--- src/rtl/lcd_timing_pkg.sv ---
// Default 800x480 panel timing, counter widths and shared types for the LCD raster generator.
package lcd_timing_pkg;

  localparam int H_ACTIVE = 800;
  localparam int H_FP     = 40;
  localparam int H_SYNC   = 128;
  localparam int H_BP     = 88;
  localparam int H_TOTAL  = H_ACTIVE + H_FP + H_SYNC + H_BP;

  localparam int V_ACTIVE = 480;
  localparam int V_FP     = 13;
  localparam int V_SYNC   = 3;
  localparam int V_BP     = 29;
  localparam int V_TOTAL  = V_ACTIVE + V_FP + V_SYNC + V_BP;

  localparam int HCNT_W = 11;
  localparam int VCNT_W = 10;
  localparam int POS_W  = 10;
  localparam int SCNT_W = 8;
  localparam int FCNT_W = 16;

  typedef enum logic {
    ST_STARTUP = 1'b0,
    ST_RUN     = 1'b1
  } startup_state_e;

  typedef struct packed {
    logic hsync_n;
    logic vsync_n;
    logic de;
  } sync_t;

  localparam sync_t SYNC_IDLE = '{hsync_n: 1'b1, vsync_n: 1'b1, de: 1'b0};

  function automatic logic in_window(input int cnt, input int start, input int len);
    return (cnt >= start) && (cnt < start + len);
  endfunction

endpackage

--- src/rtl/lcd_sync_delay.sv ---
// Fixed-depth shift register aligning panel sync/DE with the downstream colour-stage latency.
// DEPTH=0 is a straight wire; reset loads RST_VAL into every stage.
module lcd_sync_delay
  import lcd_timing_pkg::*;
#(
  parameter int                DEPTH   = 1,
  parameter int                WIDTH   = 3,
  parameter logic [WIDTH-1:0]  RST_VAL = WIDTH'(SYNC_IDLE)
) (
  input  logic             clk,
  input  logic             reset_n,
  input  logic [WIDTH-1:0] in_dat,
  output logic [WIDTH-1:0] out_dat
);

  generate
    if (DEPTH == 0) begin : g_pass
      assign out_dat = in_dat;
    end else begin : g_shift
      logic [WIDTH-1:0] stage_q [DEPTH];
      logic [WIDTH-1:0] stage_d [DEPTH];

      always_comb begin
        stage_d[0] = in_dat;
        for (int i = 1; i < DEPTH; i++) begin
          stage_d[i] = stage_q[i-1];
        end
      end

      always_ff @(posedge clk or negedge reset_n) begin
        if (!reset_n) begin
          for (int i = 0; i < DEPTH; i++) begin
            stage_q[i] <= RST_VAL;
          end
        end else begin
          for (int i = 0; i < DEPTH; i++) begin
            stage_q[i] <= stage_d[i];
          end
        end
      end

      assign out_dat = stage_q[DEPTH-1];
    end
  endgenerate

endmodule

--- src/rtl/lcd_timing_gen.sv ---
// Raster timing generator for the LCD panel: counters, registered coordinates/flags, startup blanking.
// Define LCD_TIMING_FRAME_CNT_EN to add the frame_cnt output.
module lcd_timing_gen #(
  parameter int H_ACTIVE       = lcd_timing_pkg::H_ACTIVE,
  parameter int H_FP           = lcd_timing_pkg::H_FP,
  parameter int H_SYNC         = lcd_timing_pkg::H_SYNC,
  parameter int H_BP           = lcd_timing_pkg::H_BP,
  parameter int V_ACTIVE       = lcd_timing_pkg::V_ACTIVE,
  parameter int V_FP           = lcd_timing_pkg::V_FP,
  parameter int V_SYNC         = lcd_timing_pkg::V_SYNC,
  parameter int V_BP           = lcd_timing_pkg::V_BP,
  parameter int STARTUP_FRAMES = 10,
  parameter int OUT_DELAY      = 1
) (
  input  logic        clk,
  input  logic        reset_n,
  output logic [9:0]  x_pos,
  output logic [9:0]  y_pos,
  output logic        valid_region,
  output logic        v_blank,
  output logic        en,
  output logic        lcd_hsync_n,
  output logic        lcd_vsync_n,
  output logic        lcd_de
`ifdef LCD_TIMING_FRAME_CNT_EN
  ,
  output logic [15:0] frame_cnt
`endif
);
  import lcd_timing_pkg::*;

  localparam int H_TOT = H_ACTIVE + H_FP + H_SYNC + H_BP;
  localparam int V_TOT = V_ACTIVE + V_FP + V_SYNC + V_BP;

  logic [HCNT_W-1:0] h_cnt_q, h_cnt_d;
  logic [VCNT_W-1:0] v_cnt_q, v_cnt_d;
  logic [POS_W-1:0]  x_pos_q, x_pos_d;
  logic [POS_W-1:0]  y_pos_q, y_pos_d;
  logic              valid_q, valid_d;
  logic              v_blank_q, v_blank_d;
  sync_t             sync_q, sync_d;
  logic [SCNT_W-1:0] start_cnt_q, start_cnt_d;
  startup_state_e    state_q, state_d;
  logic              h_wrap;
  logic              vb_rise;
  sync_t             lcd_sync;

  always_comb begin
    h_wrap  = (int'(h_cnt_q) == H_TOT - 1);
    h_cnt_d = h_wrap ? '0 : h_cnt_q + 1'b1;
    v_cnt_d = v_cnt_q;
    if (h_wrap) begin
      v_cnt_d = (int'(v_cnt_q) == V_TOT - 1) ? '0 : v_cnt_q + 1'b1;
    end

    // Everything below describes the current count and is registered together.
    valid_d   = (int'(h_cnt_q) < H_ACTIVE) && (int'(v_cnt_q) < V_ACTIVE);
    v_blank_d = (int'(v_cnt_q) >= V_ACTIVE);
    x_pos_d   = valid_d ? h_cnt_q[POS_W-1:0] : '0;
    y_pos_d   = valid_d ? v_cnt_q[POS_W-1:0] : '0;

    sync_d.hsync_n = !in_window(int'(h_cnt_q), H_ACTIVE + H_FP, H_SYNC);
    sync_d.vsync_n = !in_window(int'(v_cnt_q), V_ACTIVE + V_FP, V_SYNC);
    sync_d.de      = valid_d;

    vb_rise     = v_blank_d && !v_blank_q;
    start_cnt_d = start_cnt_q;
    if (vb_rise && (int'(start_cnt_q) < STARTUP_FRAMES)) begin
      start_cnt_d = start_cnt_q + 1'b1;
    end

    // Enable only at a frame boundary so the colour stage never starts mid-frame.
    state_d = state_q;
    if ((state_q == ST_STARTUP) && (int'(start_cnt_q) == STARTUP_FRAMES) &&
        (h_cnt_q == '0) && (v_cnt_q == '0)) begin
      state_d = ST_RUN;
    end
  end

  always_ff @(posedge clk or negedge reset_n) begin
    if (!reset_n) begin
      h_cnt_q     <= '0;
      v_cnt_q     <= '0;
      x_pos_q     <= '0;
      y_pos_q     <= '0;
      valid_q     <= 1'b0;
      v_blank_q   <= 1'b0;
      sync_q      <= SYNC_IDLE;
      start_cnt_q <= '0;
      state_q     <= ST_STARTUP;
    end else begin
      h_cnt_q     <= h_cnt_d;
      v_cnt_q     <= v_cnt_d;
      x_pos_q     <= x_pos_d;
      y_pos_q     <= y_pos_d;
      valid_q     <= valid_d;
      v_blank_q   <= v_blank_d;
      sync_q      <= sync_d;
      start_cnt_q <= start_cnt_d;
      state_q     <= state_d;
    end
  end

`ifdef LCD_TIMING_FRAME_CNT_EN
  logic [FCNT_W-1:0] frame_cnt_q, frame_cnt_d;

  always_comb begin
    frame_cnt_d = vb_rise ? frame_cnt_q + 1'b1 : frame_cnt_q;
  end

  always_ff @(posedge clk or negedge reset_n) begin
    if (!reset_n) begin
      frame_cnt_q <= '0;
    end else begin
      frame_cnt_q <= frame_cnt_d;
    end
  end

  assign frame_cnt = frame_cnt_q;
`endif

  lcd_sync_delay #(
    .DEPTH   (OUT_DELAY),
    .WIDTH   (3),
    .RST_VAL (SYNC_IDLE)
  ) u_sync_delay (
    .clk     (clk),
    .reset_n (reset_n),
    .in_dat  (sync_q),
    .out_dat (lcd_sync)
  );

  assign x_pos        = x_pos_q;
  assign y_pos        = y_pos_q;
  assign valid_region = valid_q;
  assign v_blank      = v_blank_q;
  assign en           = (state_q == ST_RUN);
  assign lcd_hsync_n  = lcd_sync.hsync_n;
  assign lcd_vsync_n  = lcd_sync.vsync_n;
  assign lcd_de       = lcd_sync.de;

endmodule

--- config.mk ---
export PLATFORM = sky130hd
export DESIGN_NAME = lcd_timing_gen
export DESIGN_NICKNAME = d
export VERILOG_FILES = /design/src/rtl/lcd_timing_pkg.sv /design/src/rtl/lcd_sync_delay.sv /design/src/rtl/lcd_timing_gen.sv
export SDC_FILE = /design/constraint.sdc
export NUM_CORES = 1
export LEC_CHECK = 0
export CAP_MARGIN = 20
export CORE_MARGIN = 2
export CORE_UTILIZATION = 31
export DETAILED_ROUTE_END_ITERATION = 7
export GPL_TIMING_DRIVEN = 0
export HOLD_SLACK_MARGIN = 0.03
export PLACE_DENSITY_LB_ADDON = 0.25
export SYNTH_ARGS = -nofsm -noshare
export SYNTH_HDL_FRONTEND = slang
export SYNTH_HIERARCHICAL = 1
export SYNTH_SLANG_ARGS = --single-unit
--- constraint.sdc ---
create_clock -name clk -period 6.52 [get_ports clk]
set_clock_uncertainty 0.2 [all_clocks]
set_input_delay 0.652 -clock clk [delete_from_list [all_inputs] [get_ports clk]]
set_output_delay 0.652 -clock clk [all_outputs]
set_load 0.01 [all_outputs]
==> metrics.md, run 1 <==
| Metric | Value |
|---|---|
| CP most frequent cell | clkbuf_1 |
| Met1 wire length | 2210 µm |
| Top_reg_cell synth | dfrtp_1 |
| Crit path kind | register to register |
| Clk sinks | 57 |
| Startpoint Class | register |
| Net Count, Synth | 207 |
| Num CTS Buffers | 9 |
| Status | finished clean |
| Worst-path clk slew | approximately 0.060 ns |
| Crit-path slowest cell | nor3_1 |
| DP Wirelength | approximately 2900 µm |
| Post-synthesis cell type count | 42 |
| Tightest Pin Transition | 0.649 ns |
| Pleak | 1.36 nW |
| Post-Route Utilization | 40.6% |
| Post-route ant nets | 0 |
| Power Density | between 200 and 250 nW/µm² |
| Max layer used | met4 |
| Hold WS | between 0.1 and 0.15 ns |
| Total Neg Setup Slack | 0 ns |
| Internal Power | roughly 0.55 mW |
| H-tree Lvls | 3 |
| Vias | approximately 1,500 |
| Register Area | roughly 1400 µm² |
| Max stage delay on crit path | roughly 0.58 ns |
| Nets | ~250 |
| Routed wire per std cell | 12.7 µm |
| Synth top area share | ~56% |
| Resized cells post-CTS | 0 |
| Slew HR | between 50 and 60% |
| Comb pwr share | roughly 1.3% |
| Peak supply drop | 103 µV |
| Initial Utilization | between 30% and 40% |
| GP Congestion | just over 0.8 |
| Top cell type by total area after synthesis | dfrtp_1 |
| Share of cells above drive strength 1 | ~15% |
| Area of the multi-input gates | ~840 µm² |
| 1st-pass router iterations | 4 |
| Die span in x | between 90 and 100 µm |
| Seq/Total Area, Yosys | around three fifths |
| CTS tree | yes |
| Crit end category | register |
| Total Routing Usage GR | 11.9% |
| Flop pwr share | 51.1% |
| Final-report setup violation count | 0 |
| Asr flop ratio synth | 100% |
| Max-Cap Viols | 0 |
| Ys Warns | 6 |
| Final Hold Viols | 0 |
| Inst Count DP | between 300 and 400 |
| Fillcell total | slightly above 700 |
| Core Rows | 31 |
| Vias per cell | approximately 4.5 |
| Initial antenna violation count | 0 |
| Switching Share | 20.3% |
| Die Height | ~91 µm |
| Met3 wire len | between 200 and 250 µm |
| Area grow syn2layout | 25.7% |
| Routed wl met2 | ~1800 µm |
| Final period util | between 30 and 40% |
| Arrival time worst endpoint | about 2.3 ns |
| Number of synthesized flops with an enable pin | 0 |
| Post-CTS Hold Fix Bufs | 0 |
| Std-Cell Core Area | roughly 7300 µm² |
| Slew Viols, Final | 0 |
| Global-route wire length before repair | approximately 7700 µm |
| Die area | about 8400 µm² |
| Cells after Synth | roughly 200 |
| Delay-heaviest family, CP | simple AND/OR/NAND/NOR gates |
| Worst skew pair latency | ~0.33 ns |
| Min Tclk post-route | roughly 2.3 ns |
| Pwr Total | 0.693 mW |
| Input/output buffers | 27 |
| Mapped Avg Cell Area | ~12 µm² |
| IO Count | 28 |
| ANT cells | 0 |
| Crit path required time | 6.59 ns |
| Clk buf depth | 2 |
| FMAX | around 0.44 GHz |
| DRC violations left | 0 |
| CTS root buf | clkbuf_8 |
| WP buf/inv | 2 |
| Crit path max fanout | 10 |
| Vias in the first global route | approximately 1,500 |
| Worst Hold Class | input port to async pin |
| CP Cell Sequence | clkbuf_1 > a41o_1 > nor3_1 > clkbuf_1 > and2_2 |
| GRT Residual Overflow | 0 |
| Initial drt markers | 90 |
| Final wirelength | about 4300 µm |
| Synthesized area | ~2400 µm² |
| Clock power frac | between 40 and 50% |
| Non-filler cells, final | 340 |
| Top area cells in the synthesized netlist | dfrtp_1, dfstp_2, ha_1, and2_1, xor2_1 |
| Switch Pwr | approximately 0.14 mW |
| Unrepaired setup endpoints after global routing | no |
| Largest net degree at the start of global routing | 33 |
| FF+latch count, synth | 57 |
| Post-CTS Setup Bufs | 0 |
==> worst register-to-register path: stages, from the launching register on <==
cell	delay, ns
dfrtp_1	0.36
clkbuf_1	0.19
a41o_1	0.33
nor3_1	0.58
clkbuf_1	0.34
and2_2	0.19
==> stage by stage <==
step / cell area, µm² / worst slack [ns]
5_1_grt: 2980 / 4.00
3_5_place_dp: 2780 / 4.19
6_report: 2980 / 4.27
4_1_cts: 2980 / 4.15
2_1_floorplan: 2370 / 4.45
3_3_place_gp: 2760 / 2.85
==> cells by family (layout without fill, tap and decap cells) <==
logic type | after synthesis | after routing | synth area share [%]
flops | 57 | 57 | 60.5
xor+xnor | 12 | 12 | 4.44
mux | 1 | 1 | 0.423
compound gates | 25 | 25 | 7.24
simple gates | 74 | 74 | 19.0
buf+inv | 19 | 63 | 4.02
other cells | 1 | 1 | 0.158
fa+ha+maj | 8 | 8 | 4.23
==> registers in the layout, summed over array words and instances, names as in the netlist <==
| register | count |
|---|---|
| h_cnt_q | 11 |
| v_cnt_q | 10 |
| x_pos | 10 |
| y_pos | 10 |
| start_cnt_q | 8 |
| sync_q | 3 |
| u_sync_delay/out_dat | 3 |
| en | 1 |
| v_blank | 1 |
==> layout by cell type (no fill, tap or decap), drive strengths merged, types with 2 or more instances in the layout <==
master / instances
buf: 6
a41o: 3
or2: 2
clkinv: 2
and2: 16
nand4: 4
or3: 3
nor4b: 2
inv: 8
clkbuf: 20
nor4: 7
a31oi: 2
o31ai: 4
o21ai: 11
xnor2: 4
nor3: 6
clkdlybuf4s50: 26
nand2: 12
xor2: 8
dfstp: 4
ha: 8
dfrtp: 53
a21o: 2
nor2: 7
nand3: 7
==> routing by layer <==
metal / vias to the layer above / GRT usage, %
met5: - / 0
met4: 0 / 4.92
met3: 7 / 5.31
met2: 38 / 16.0
met1: 711 / 16.4
li1: 758 / -
==> synth_stat cells, types with 2 or more instances <==
cell and n:
and2_1 14, a41o_1 3, nand2_1 12, nor3_4 2
dfrtp_1 53, or3_1 2, nor4b_1 2, clkbuf_1 7
xor2_1 8, o31ai_1 4, nor2_1 7, o21ai_0 10
dfstp_2 4, or2_2 2, nor3_1 4, nand3_1 7
nand4_1 4, buf_6 3, inv_1 8, a31oi_1 2
nor4_1 7, ha_1 8, xnor2_1 4, and2_2 2
==> layout make-up <==
type	instances	share of cell area, %
Sequential cell	57	48.1
Inverter	8	1.01
Timing Repair Buffer	28	9.59
Buffer	11	2.19
Tap cell	99	4.16
Clock buffer	13	5.34
Clock inverter	3	1.35
Multi-Input combinational cell	121	28.3
==> power groups by stage <==
stage	Combinational [mW]	Sequential [mW]	Clock, mW
after floorplan	0.0000502	0.361	0
after detailed placement	0.00974	0.361	0
final	0.00894	0.354	0.330
after CTS	0.00976	0.354	0.343
after global placement	0.00842	0.361	0
after global routing	0.0107	0.354	0.358
==> worst paths after layout <==
kind / from / to / slack [ns] / cells after the start
min in group clk: sync_q[2] / u_sync_delay/out_dat[2] / 0.16 / 0
hold reg to reg: sync_q[2] / u_sync_delay/out_dat[2] / 0.16 / 0
setup reg to reg: v_cnt_q[5] / x_pos[7] / 4.27 / 5
setup / recovery: v_cnt_q[5] / x_pos[7] / 4.27 / 5
hold / removal: reset_n / y_pos[4] / 0.13 / 1
max in group asynchronous: reset_n / sync_q[2] / 5.34 / 2
No activity file was read; power rests on OpenSTA's default activity.
==> inputs of run 2 (changes only) <==
clock period = 2 ns   (was 6.52 ns; I/O delays follow)
==> run 2 against run 1 <==
Effect of this change:
- the flow now finishes with violations (negative setup slack)
- sequential cell count unchanged
- cell area rose by 5.3%
- fmax increased by 9.1%
- critical path depth unchanged
- die area stayed put
- critical endpoint is now v_cnt_q[8]
==> metrics.md, run 2 (same netlist as run 1, synthesis figures left out) <==
| Metric | Value |
|---|---|
| Initial drt markers | 53 |
| Total Routing Usage GR | approximately an eighth |
| Final wirelength | 4400 µm |
| Commonest non-fill, non-tap cells in the layout | dfrtp_1, clkdlybuf4s50_1, and2_1 |
| CTS tree | yes |
| Slew HR | between 60% and 70% |
| Unrepaired setup endpoints after global routing | yes |
| Arrival time worst endpoint | roughly 2.1 ns |
| FMAX | just under 0.5 GHz |
| Setup WS post-layout | -0.0651 ns |
| Area grow syn2layout | 32.3% |
| Max stage delay on crit path | about 0.54 ns |
| GP Congestion | a little over 0.8 |
| Startpoint Class | register |
| Initial antenna violation count | 0 |
| Global-route wire length before repair | roughly 7600 µm |
| Initial Utilization | between 30% and 40% |
| Nets | 254 |
| Top reg by flops | h_cnt_q |
| Worst skew pair latency | 0.32 ns |
| Crit-path slowest cell | or4_4 |
| Clk sinks | 57 |
| Clock power frac | between 40% and 50% |
| Max-Cap Viols | 0 |
| Switching Share | around a fifth |
| Vias in the first global route | approximately 1,500 |
| 1st-pass router iterations | 4 |
| Final period util | 103% |
| Vias | 1,562 |
| Worst Hold Class | register to register |
| Pleak | 1.41 nW |
| Input/output buffers | 27 |
| Crit end category | register |
| Status | finished, violations left |
| Routed wire per std cell | ~13 µm |
| ANT cells | 0 |
| Die Height | ~91 µm |
| Switch Pwr | about 0.44 mW |
| Non-filler cells, final | between 300 and 400 |
| Share of cells above drive strength 1 | between 20 and 25% |
| Crit path kind | register to register |
| Internal Power | approximately 1.7 mW |
| Largest net degree at the start of global routing | 34 |
| Std-Cell Core Area | 7330 µm² |
| Min Tclk post-route | a little over 2 ns |
| Flop pwr share | ~54% |
| DRC violations left | 0 |
| Tightest Pin Transition | slightly below 0.6 ns |
| Pwr Total | about 2.1 mW |
| Fillcell total | around 700 |
| DP Wirelength | 2880 µm |
| Clk buf depth | 2 |
| Hold WS | 0.155 ns |
| GRT Residual Overflow | 0 |
| Vias per cell | between 4 and 5 |
| Worst-path clk slew | around 0.06 ns |
| Final-report setup violation count | 8 |
| Inst Count DP | approximately 320 |
| Die area | roughly 8400 µm² |
| CP Cell Sequence | or4_4 > or3_4 > buf_8 > o31ai_2 > o21ai_1 |
| Delay-heaviest family, CP | simple AND/OR/NAND/NOR gates |
| Die span in x | approximately 91 µm |
| H-tree Lvls | 3 |
| CTS root buf | clkbuf_8 |
| Slew Viols, Final | 0 |
| Power Density | 685 nW/µm² |
| Final Hold Viols | 0 |
| Peak supply drop | about 300 µV |
| Num CTS Buffers | 9 |
| WP buf/inv | 1 |
| Post-route ant nets | 0 |
| Most common cell after layout, fill and taps aside | dfrtp_1 |
| Comb pwr share | 1.4% |
| IO Count | 28 |
| Core Rows | 31 |
| Failing checks | negative setup slack |
| Number of flip-flops in the largest register | 11 |
| Crit path max fanout | 5 |
| Crit path required time | 2.00 ns |
## run 2: worst register-to-register path: stages, from the launching register on
cell and delay (ns):
dfrtp_2 0.41, or4_4 0.54, or3_4 0.40, buf_8 0.16, o31ai_2 0.16, o21ai_1 0.08
## run 2: layout make-up
class	instances	area, µm²	area share, %
Buffer	11	70.1	2.24
Clock buffer	13	169	5.39
Clock inverter	2	12.5	0.399
Inverter	8	30.0	0.958
Multi-Input combinational cell	121	923	29.5
Sequential cell	57	1430	45.7
Tap cell	99	124	3.95
Timing Repair Buffer	36	372	11.9
## run 2: metal layers
| layer | GRT usage [%] | vias to the layer above | share of wire [%] |
|---|---|---|---|
| li1 | - | 771 | - |
| met1 | 16.5 | 747 | 51 |
| met2 | 16.2 | 37 | 43 |
| met3 | 3.73 | 7 | 4.0 |
| met4 | 6.44 | 0 | 1.7 |
| met5 | 0 | - | 0 |
## run 2: power by group through the flow
stage,sequential (mW),combinational (mW),clock (mW)
2_1_floorplan,1.18,0.000163,0
3_3_place_gp,1.18,0.0279,0
3_5_place_dp,1.18,0.0315,0
4_1_cts,1.15,0.0330,1.00
5_1_grt,1.15,0.0366,1.04
6_report,1.16,0.0304,0.962
## run 2: what timing repair did
action / 4_1_cts / 5_1_grt
cloned: 1 / 0
pin swaps: 7 / 3
resized for setup: 17 / 13
hold buffers: 1 / 0
endpoints found under the setup margin: 28 / 24
hold endpoints to repair: 22 / 0
setup buffers: 4 / 2
## run 2: path summary, 6_finish.rpt
path | startpoint | endpoint | slack (ns) | depth (start not counted)
setup / recovery | h_cnt_q[7] | v_cnt_q[8] | -0.07 | 5
hold reg to reg | sync_q[2] | u_sync_delay/out_dat[2] | 0.15 | 0
setup reg to reg | h_cnt_q[7] | v_cnt_q[8] | -0.07 | 5
hold / removal | sync_q[2] | u_sync_delay/out_dat[2] | 0.15 | 0
max in group asynchronous | reset_n | sync_q[2] | 0.74 | 3
min in group asynchronous | reset_n | v_cnt_q[9] | 0.22 | 2
## run 2: metrics by stage
step | TNS, ns | setup slack [ns] | instance area, µm² | util, %
6_report | -0.248 | -0.0651 | 3130 | 42.7
5_1_grt | -0.993 | -0.119 | 3130 | 42.7
4_1_cts | -0.681 | -0.103 | 3070 | 41.9
3_5_place_dp | -4.06 | -0.301 | 2780 | 37.9
3_3_place_gp | -74.33 | -1.27 | 2760 | 37.7
2_1_floorplan | -0.162 | -0.0736 | 2370 | -
